## src/rtl/inst_fetch_unit_pkg.sv

```systemverilog
// ==========================================================================
// inst_fetch_unit_pkg : instruction field layout, HALT opcode, fetch FSM states
// Rev 1.0
// ==========================================================================
`default_nettype none

package inst_fetch_unit_pkg;

   localparam int unsigned INST_SIZE       = 32;
   localparam logic [5:0]  HALT_OP_DEFAULT = 6'h3F;

   // op [31:26], imm [25:12], arg3..arg0 3-bit fields packed down to bit 0
   typedef struct packed {
      logic [5:0]  op;
      logic [13:0] imm;
      logic [2:0]  arg3;
      logic [2:0]  arg2;
      logic [2:0]  arg1;
      logic [2:0]  arg0;
   } inst_fields_t;

   typedef enum logic [1:0] {
      ST_IDLE  = 2'd0,
      ST_RUN   = 2'd1,
      ST_DRAIN = 2'd2
   } fetch_state_e;

   function automatic logic [5:0] inst_op(input logic [INST_SIZE-1:0] word);
      inst_fields_t f;
      f = inst_fields_t'(word);
      return f.op;
   endfunction

endpackage

`default_nettype wire

```

## src/rtl/inst_fetch_unit_skid_buffer.sv

```systemverilog
// ==========================================================================
// inst_skid_buffer : 2-entry fall-through FIFO, valid/ready both sides, sync flush
// Rev 1.0
// ==========================================================================
`default_nettype none

module inst_skid_buffer #(
   parameter int unsigned W = 32
) (
   input  logic         clk,
   input  logic         rst,
   input  logic         flush_i,
   input  logic         in_valid_i,
   output logic         in_ready_o,
   input  logic [W-1:0] in_data_i,
   output logic         out_valid_o,
   input  logic         out_ready_i,
   output logic [W-1:0] out_data_o,
   output logic [1:0]   count_o
);

   logic [W-1:0] slot_q [2];
   logic         rd_ptr_q;
   logic         wr_ptr_q;
   logic [1:0]   count_q;

   logic w_empty;
   logic w_bypass;
   logic w_push;
   logic w_pop;

   // An empty buffer passes the incoming word straight through so a
   // returning read reaches the decoder in the cycle it comes back.
   assign w_empty     = (count_q == 2'd0);
   assign in_ready_o  = (count_q != 2'd2);
   assign out_valid_o = !w_empty || in_valid_i;
   assign out_data_o  = w_empty ? in_data_i : slot_q[rd_ptr_q];
   assign w_bypass    = w_empty && out_ready_i;
   assign w_push      = in_valid_i && in_ready_o && !w_bypass;
   assign w_pop       = !w_empty && out_ready_i;
   assign count_o     = count_q;

   always_ff @(posedge clk) begin
      if (rst || flush_i) begin
         count_q  <= 2'd0;
         rd_ptr_q <= 1'b0;
         wr_ptr_q <= 1'b0;
      end else begin
         if (w_push) wr_ptr_q <= ~wr_ptr_q;
         if (w_pop)  rd_ptr_q <= ~rd_ptr_q;
         count_q <= count_q + {1'b0, w_push} - {1'b0, w_pop};
      end
   end

   always_ff @(posedge clk) begin
      if (w_push) slot_q[wr_ptr_q] <= in_data_i;
   end

endmodule

`default_nettype wire

```

## src/rtl/inst_fetch_unit.sv

```systemverilog
// ==========================================================================
// inst_fetch_unit : per-PE fetch (local imem, PC walk, redirect, HALT); option FETCH_LOOP_EN
// Rev 1.0
// ==========================================================================
`default_nettype none

module inst_fetch_unit
   import inst_fetch_unit_pkg::*;
#(
   parameter int unsigned DEPTH   = 64,
   parameter int unsigned AW      = $clog2(DEPTH),
   parameter logic [5:0]  HALT_OP = HALT_OP_DEFAULT
) (
   input  logic                 clk,
   input  logic                 rst,
   input  logic                 cfg_we,
   input  logic [AW-1:0]        cfg_addr,
   input  logic [INST_SIZE-1:0] cfg_data,
   output logic                 cfg_err,
   input  logic                 start,
   input  logic                 br_valid,
   input  logic [AW-1:0]        br_target,
   output logic                 inst_valid,
   input  logic                 inst_ready,
   output logic [INST_SIZE-1:0] inst_data,
   output logic [AW-1:0]        inst_pc,
   output logic                 busy,
   output logic                 done
`ifdef FETCH_LOOP_EN
   ,
   input  logic [15:0]          loop_cnt
`endif
);

   localparam int unsigned BW = AW + INST_SIZE;

   fetch_state_e         state_q, state_d;
   logic [AW-1:0]        pc_q, pc_d;
   logic                 inflight_q;
   logic [INST_SIZE-1:0] rdata_q;
   logic [AW-1:0]        rd_pc_q;
   logic                 cfg_err_q;
   logic [INST_SIZE-1:0] mem [DEPTH];

   logic          w_redirect;
   logic          w_ret_halt;
   logic          w_loop;
   logic          w_push;
   logic          w_issue;
   logic          w_accept;
   logic          w_done;
   logic          w_buf_in_ready;
   logic          w_buf_valid;
   logic [BW-1:0] w_buf_data;
   logic [1:0]    w_buf_count;

   assign w_redirect = br_valid && (state_q != ST_IDLE);
   assign w_ret_halt = inflight_q && (inst_op(rdata_q) == HALT_OP);

`ifdef FETCH_LOOP_EN
   logic [15:0] iter_q;

   assign w_loop = w_ret_halt && (iter_q < loop_cnt);

   always_ff @(posedge clk) begin
      if (rst) begin
         iter_q <= 16'd0;
      end else if ((state_q == ST_IDLE) && start) begin
         iter_q <= 16'd0;
      end else if (w_loop && !w_redirect) begin
         iter_q <= iter_q + 16'd1;
      end
   end
`else
   assign w_loop = 1'b0;
`endif

   // Returning words are only kept in RUN; anything after HALT, or cancelled
   // by a redirect, or a looped-back HALT, is dropped here.
   assign w_push  = inflight_q && (state_q == ST_RUN) && !w_redirect && !w_loop
                    && w_buf_in_ready;
   assign w_issue = (state_q == ST_RUN) && !w_redirect && !w_ret_halt
                    && ((w_buf_count + {1'b0, inflight_q}) < 2'd2);

   assign w_accept = w_buf_valid && inst_ready;
   assign w_done   = w_accept && (state_q != ST_IDLE) && !w_redirect
                     && (inst_op(w_buf_data[INST_SIZE-1:0]) == HALT_OP);

   always_comb begin
      state_d = state_q;
      pc_d    = pc_q;
      unique case (state_q)
         ST_IDLE: begin
            if (start) begin
               state_d = ST_RUN;
               pc_d    = '0;
            end
         end
         ST_RUN, ST_DRAIN: begin
            if (w_redirect) begin
               state_d = ST_RUN;
               pc_d    = br_target;
            end else begin
               if (w_issue) pc_d = pc_q + AW'(1);
               // A HALT that falls through and is taken at once skips DRAIN.
               if (w_loop)          pc_d    = '0;
               else if (w_done)     state_d = ST_IDLE;
               else if (w_ret_halt) state_d = ST_DRAIN;
            end
         end
         default: state_d = ST_IDLE;
      endcase
   end

   always_ff @(posedge clk) begin
      if (rst) begin
         state_q    <= ST_IDLE;
         pc_q       <= '0;
         inflight_q <= 1'b0;
         cfg_err_q  <= 1'b0;
      end else begin
         state_q    <= state_d;
         pc_q       <= pc_d;
         inflight_q <= w_issue;
         cfg_err_q  <= cfg_we && (state_q != ST_IDLE);
      end
   end

   always_ff @(posedge clk) begin
      if (cfg_we && (state_q == ST_IDLE)) mem[cfg_addr] <= cfg_data;
      if (w_issue) begin
         rdata_q <= mem[pc_q];
         rd_pc_q <= pc_q;
      end
   end

   inst_skid_buffer #(
      .W (BW)
   ) u_skid (
      .clk         (clk),
      .rst         (rst),
      .flush_i     (w_redirect),
      .in_valid_i  (w_push),
      .in_ready_o  (w_buf_in_ready),
      .in_data_i   ({rd_pc_q, rdata_q}),
      .out_valid_o (w_buf_valid),
      .out_ready_i (inst_ready),
      .out_data_o  (w_buf_data),
      .count_o     (w_buf_count)
   );

   assign inst_valid = w_buf_valid;
   assign inst_data  = w_buf_valid ? w_buf_data[INST_SIZE-1:0] : '0;
   assign inst_pc    = w_buf_valid ? w_buf_data[BW-1:INST_SIZE] : '0;
   assign busy       = (state_q != ST_IDLE);
   assign done       = w_done;
   assign cfg_err    = cfg_err_q;

endmodule

`default_nettype wire
```

## config.mk

```make
export PLATFORM = sky130hd
export DESIGN_NAME = inst_fetch_unit
export DESIGN_NICKNAME = d
export VERILOG_FILES = /design/src/rtl/inst_fetch_unit_pkg.sv /design/src/rtl/inst_fetch_unit_skid_buffer.sv /design/src/rtl/inst_fetch_unit.sv
export SDC_FILE = /design/constraint.sdc
export NUM_CORES = 2
export LEC_CHECK = 0
export BUFFER_PORTS_ARGS = -buffer_cell sky130_fd_sc_hd__buf_2
export CORE_ASPECT_RATIO = 0.6
export CORE_MARGIN = 3
export CORE_UTILIZATION = 40
export CTS_CLUSTER_DIAMETER = 120
export DETAILED_ROUTE_END_ITERATION = 7
export SETUP_SLACK_MARGIN = 0.5
export SYNTH_ARGS = -nofsm -noshare
export SYNTH_HDL_FRONTEND = slang
export SYNTH_SLANG_ARGS = --single-unit
```

## constraint.sdc

```tcl
create_clock -name clk -period 6.1 [get_ports clk]
set_input_delay 0.61 -clock clk [delete_from_list [all_inputs] [get_ports clk]]
set_output_delay 0.61 -clock clk [all_outputs]
set_load 0.01 [all_outputs]
```

==> results.md <==
* GP Congestion at 0.803
* Drt via density at 5.99
* Endpoints failing setup at 0
* Fillers at 17200
* HPWL Detailed at 133 mm
* Yosys warns at 0
* RSZ-0062 raised after global routing: no
* Post-synth top cells: 2162 x edfxtp_1, 421 x mux4_2, 283 x mux2i_1
* CTS Buf Count at 187
* Root Buffer Master: clkbuf_16
* Mapped cell area at 83600 sq um
* Critical Path End Type: primary output
* Post-Synth Simple-Gate Area at 0.0150
* Antenna-violating nets left at 0
* Min Tclk post-route at 4.40 ns
* Ports at 92
* Normalized max-slew margin at 0.136
* Max cap viols at 0
* Slowest CP cell: ha_1
* Post-synth top area share at 0.777
* Crit-path cells: inv_1, ha_1, nor2b_1, buf_4, a2111oi_4, buf_4, nand3_1, o21ai_0, buf_2
* Flops & latches, synth at 2177
* Least-Margin Pin Slew at 1.30 ns
* Initial drt markers at 5800
* Fraction of the mapped netlist area in adder cells at 0.000898
* Post-synthesis xor/xnor area fraction at 0.000733
* Die area at 215000 sq um
* I/O Buffers at 91
* Setup TNS at 0 ns
* Maximum number of pins on one net before global-route repair at 104
* Setup Skew at 0.0377 ns
* Starting Density at 0.404
* Peak supply drop at 0.230 mV
* Critical Path Most Common Cell: buf_4
* PostCTS Resize Cnt at 0
* Mapped Cells at 3841
* Die W at 596 microns
* First-pass GRT wire length at 323 mm
* Post-CTS setup buffer count at 0
* Area contributors post-synth: edfxtp_1 78%, mux4_2 11%, mux2i_1 3.4%, a22oi_1 0.60%, o221ai_1 0.47%
* Synth Flop Type: edfxtp_1
* Leak pwr at 27.9 nW
* Final WL at 229 mm
* Post-route cell area at 93800 sq um
* Period utilization at 0.721
* CP peak stage delay at 0.62 ns
* Fmax at 227 MHz
* Crit-path max FO at 35
* TritonCTS clock tree: yes
* Final hold vios at 0
* WS Path Type: flop to primary output
* Post-synthesis mux area share at 0.150
* Post-synthesis compound-gate area fraction at 0.0375
* CP bufs+invs at 4
* Post-Route Utilization at 0.453
* HP Class: input port to flop
* GRT overflow at 0
* Share of cells above drive strength 1 at 0.243
* CP startpoint kind: flop
* Syn_nets at 3897
* Post-synth EDFFs at 2162
* Main combinational cell family by area after synthesis: multiplexers
* Placed cell area at 88000 sq um
* Crit path max-delay family: buffers and inverters
* Asr flop ratio synth at 0
* Post-synthesis sequential area ratio at 0.780
* Hold_buf cts at 0
* Pwr Density at 323 nW/um^2
* Die Ht at 360 microns
* DR DRC count at 0
* Slew Viols, Final at 0
* Tot GR Track Use at 0.211
* Via count at 41500
* Num Clock Sinks at 2177
* Post-synthesis area per instance at 21.8 sq um
* H-tree depth at 4
* Netlist cell types at 61
* Fin worst setup slack at 1.70 ns
* Clock Tree Buf Depth at 4
* Nets at 4094
* Post-synth top area cell: edfxtp_1
* Vias in the first global route at 40500
* Initial antenna violation count at 22
* Syn-to-layout area delta at 12.2%
* Reg clk slew, reported paths at 0.07 ns
* Core area at 207000 sq um
* Outcome: finished, final reports clean
* CP Data Required Time at 5.49 ns
* DR pass1 iterations at 5
* Rows at 129
* WL/cell at 33.0 microns
* Worst-skew pair later-pin latency at 0.82 ns
* Dpl ws at 2.26 ns
* Top-count cell post-synth: edfxtp_1
* Arrival time worst endpoint at 3.79 ns
==> path summary, 6_finish.rpt <==
check                                from  cells after the start  slack, ns                              to
setup / recovery  state_q[0]$_SDFFE_PP0P_                      9       1.70                   inst_data[13]
hold / removal                     cfg_we                      2       0.15              cfg_err$_SDFF_PP0_
setup reg to reg  state_q[0]$_SDFFE_PP0P_                      7       2.19           mem[26][13]$_DFFE_PP_
hold reg to reg      rd_pc_q[0]$_DFFE_PP_                      0       0.48  u_skid.slot_q[0][32]$_DFFE_PP_
==> worst reg2reg max path, cell delays in order (launching register included) <==
cell and delay (ns):
dfxtp_1 0.33, inv_1 0.10, ha_1 0.62, inv_1 0.22, nor2_1 0.30, nand2_1 0.47, nor2_4 1.06, buf_4 0.49
==> state kept, by name, summed over array words and instances (netlist names), named ones only <==
register,cells
inflight_q,1
u_skid.rd_ptr_q,1
state_q,2
rdata_q,32
u_skid.count_o,2
mem,2048
u_skid.wr_ptr_q,1
u_skid.slot_q,76
cfg_err,1
pc_q,6
rd_pc_q,6
==> logic make-up (layout without fill, tap and decap cells) <==
logic type,count (synthesis),count (layout)
compound gates,438,438
xor+xnor,7,7
fa+ha+maj,6,6
other cells,0,1
flops,2177,2177
mux,721,721
simple gates,256,256
buf+inv,236,568
==> through the flow <==
step / total power [mW] / cells / hold WS [ns]
final: 30.3 / 6925 / 0.153
after global placement: 18.9 / 6600 / 0.459
after CTS: 30.5 / 6924 / 0.107
after global routing: 31.2 / 6924 / 0.118
after floorplan: 18.1 / 3841 / 0.418
after detailed placement: 18.9 / 6600 / 0.471
==> final cells by class <==
cell class                 instances  area [sq um]  share of cell area
timing repair buffer             233          1670              0.0178
inverter                          11          41.3            0.000440
clock inverter                    98           920             0.00981
antenna                            1          2.50           0.0000267
tap                             2751          3440              0.0367
multi-input combinational       1428         17600               0.187
clock buffer                     226          4910              0.0524
sequential                      2177         65200               0.696
==> layout by cell type (no fill, tap or decap), types with 6 or more instances in the layout <==
master,count
o21ai_0,69
mux2i_1,283
nand3_1,54
xnor2_1,6
buf_2,91
clkinv_1,39
edfxtp_1,2162
nand2b_1,7
bufinv_16,18
nor3_1,11
nor2b_1,9
mux4_2,421
o221ai_1,45
nor2_4,64
and4_1,11
o22ai_1,43
mux2_2,17
dfxtp_1,8
a22o_1,44
nand2_1,35
inv_1,10
buf_4,130
a211oi_1,48
clkinv_2,31
nor2_1,26
a21oi_1,49
clkinvlp_4,8
a2111oi_0,17
clkbuf_16,191
a22oi_1,67
buf_12,12
nand4_1,7
ha_1,6
clkbuf_1,35
o31ai_1,10
==> where the power goes <==
group          switching (mW)  internal (mW)
clock                    5.29           6.48
combinational            1.13          0.736
sequential              0.100           16.6
==> routing by layer <==
layer,wire length (microns),vias to the layer above,track usage,share of wire
li1,-,16700,-,-
met1,104000,22300,0.341,0.45
met2,97000,2263,0.295,0.42
met3,23800,289,0.0489,0.10
met4,3960,4,0.0355,0.017
met5,27,-,0,0.00012
Note: power is estimated with default switching activity, not from simulation.
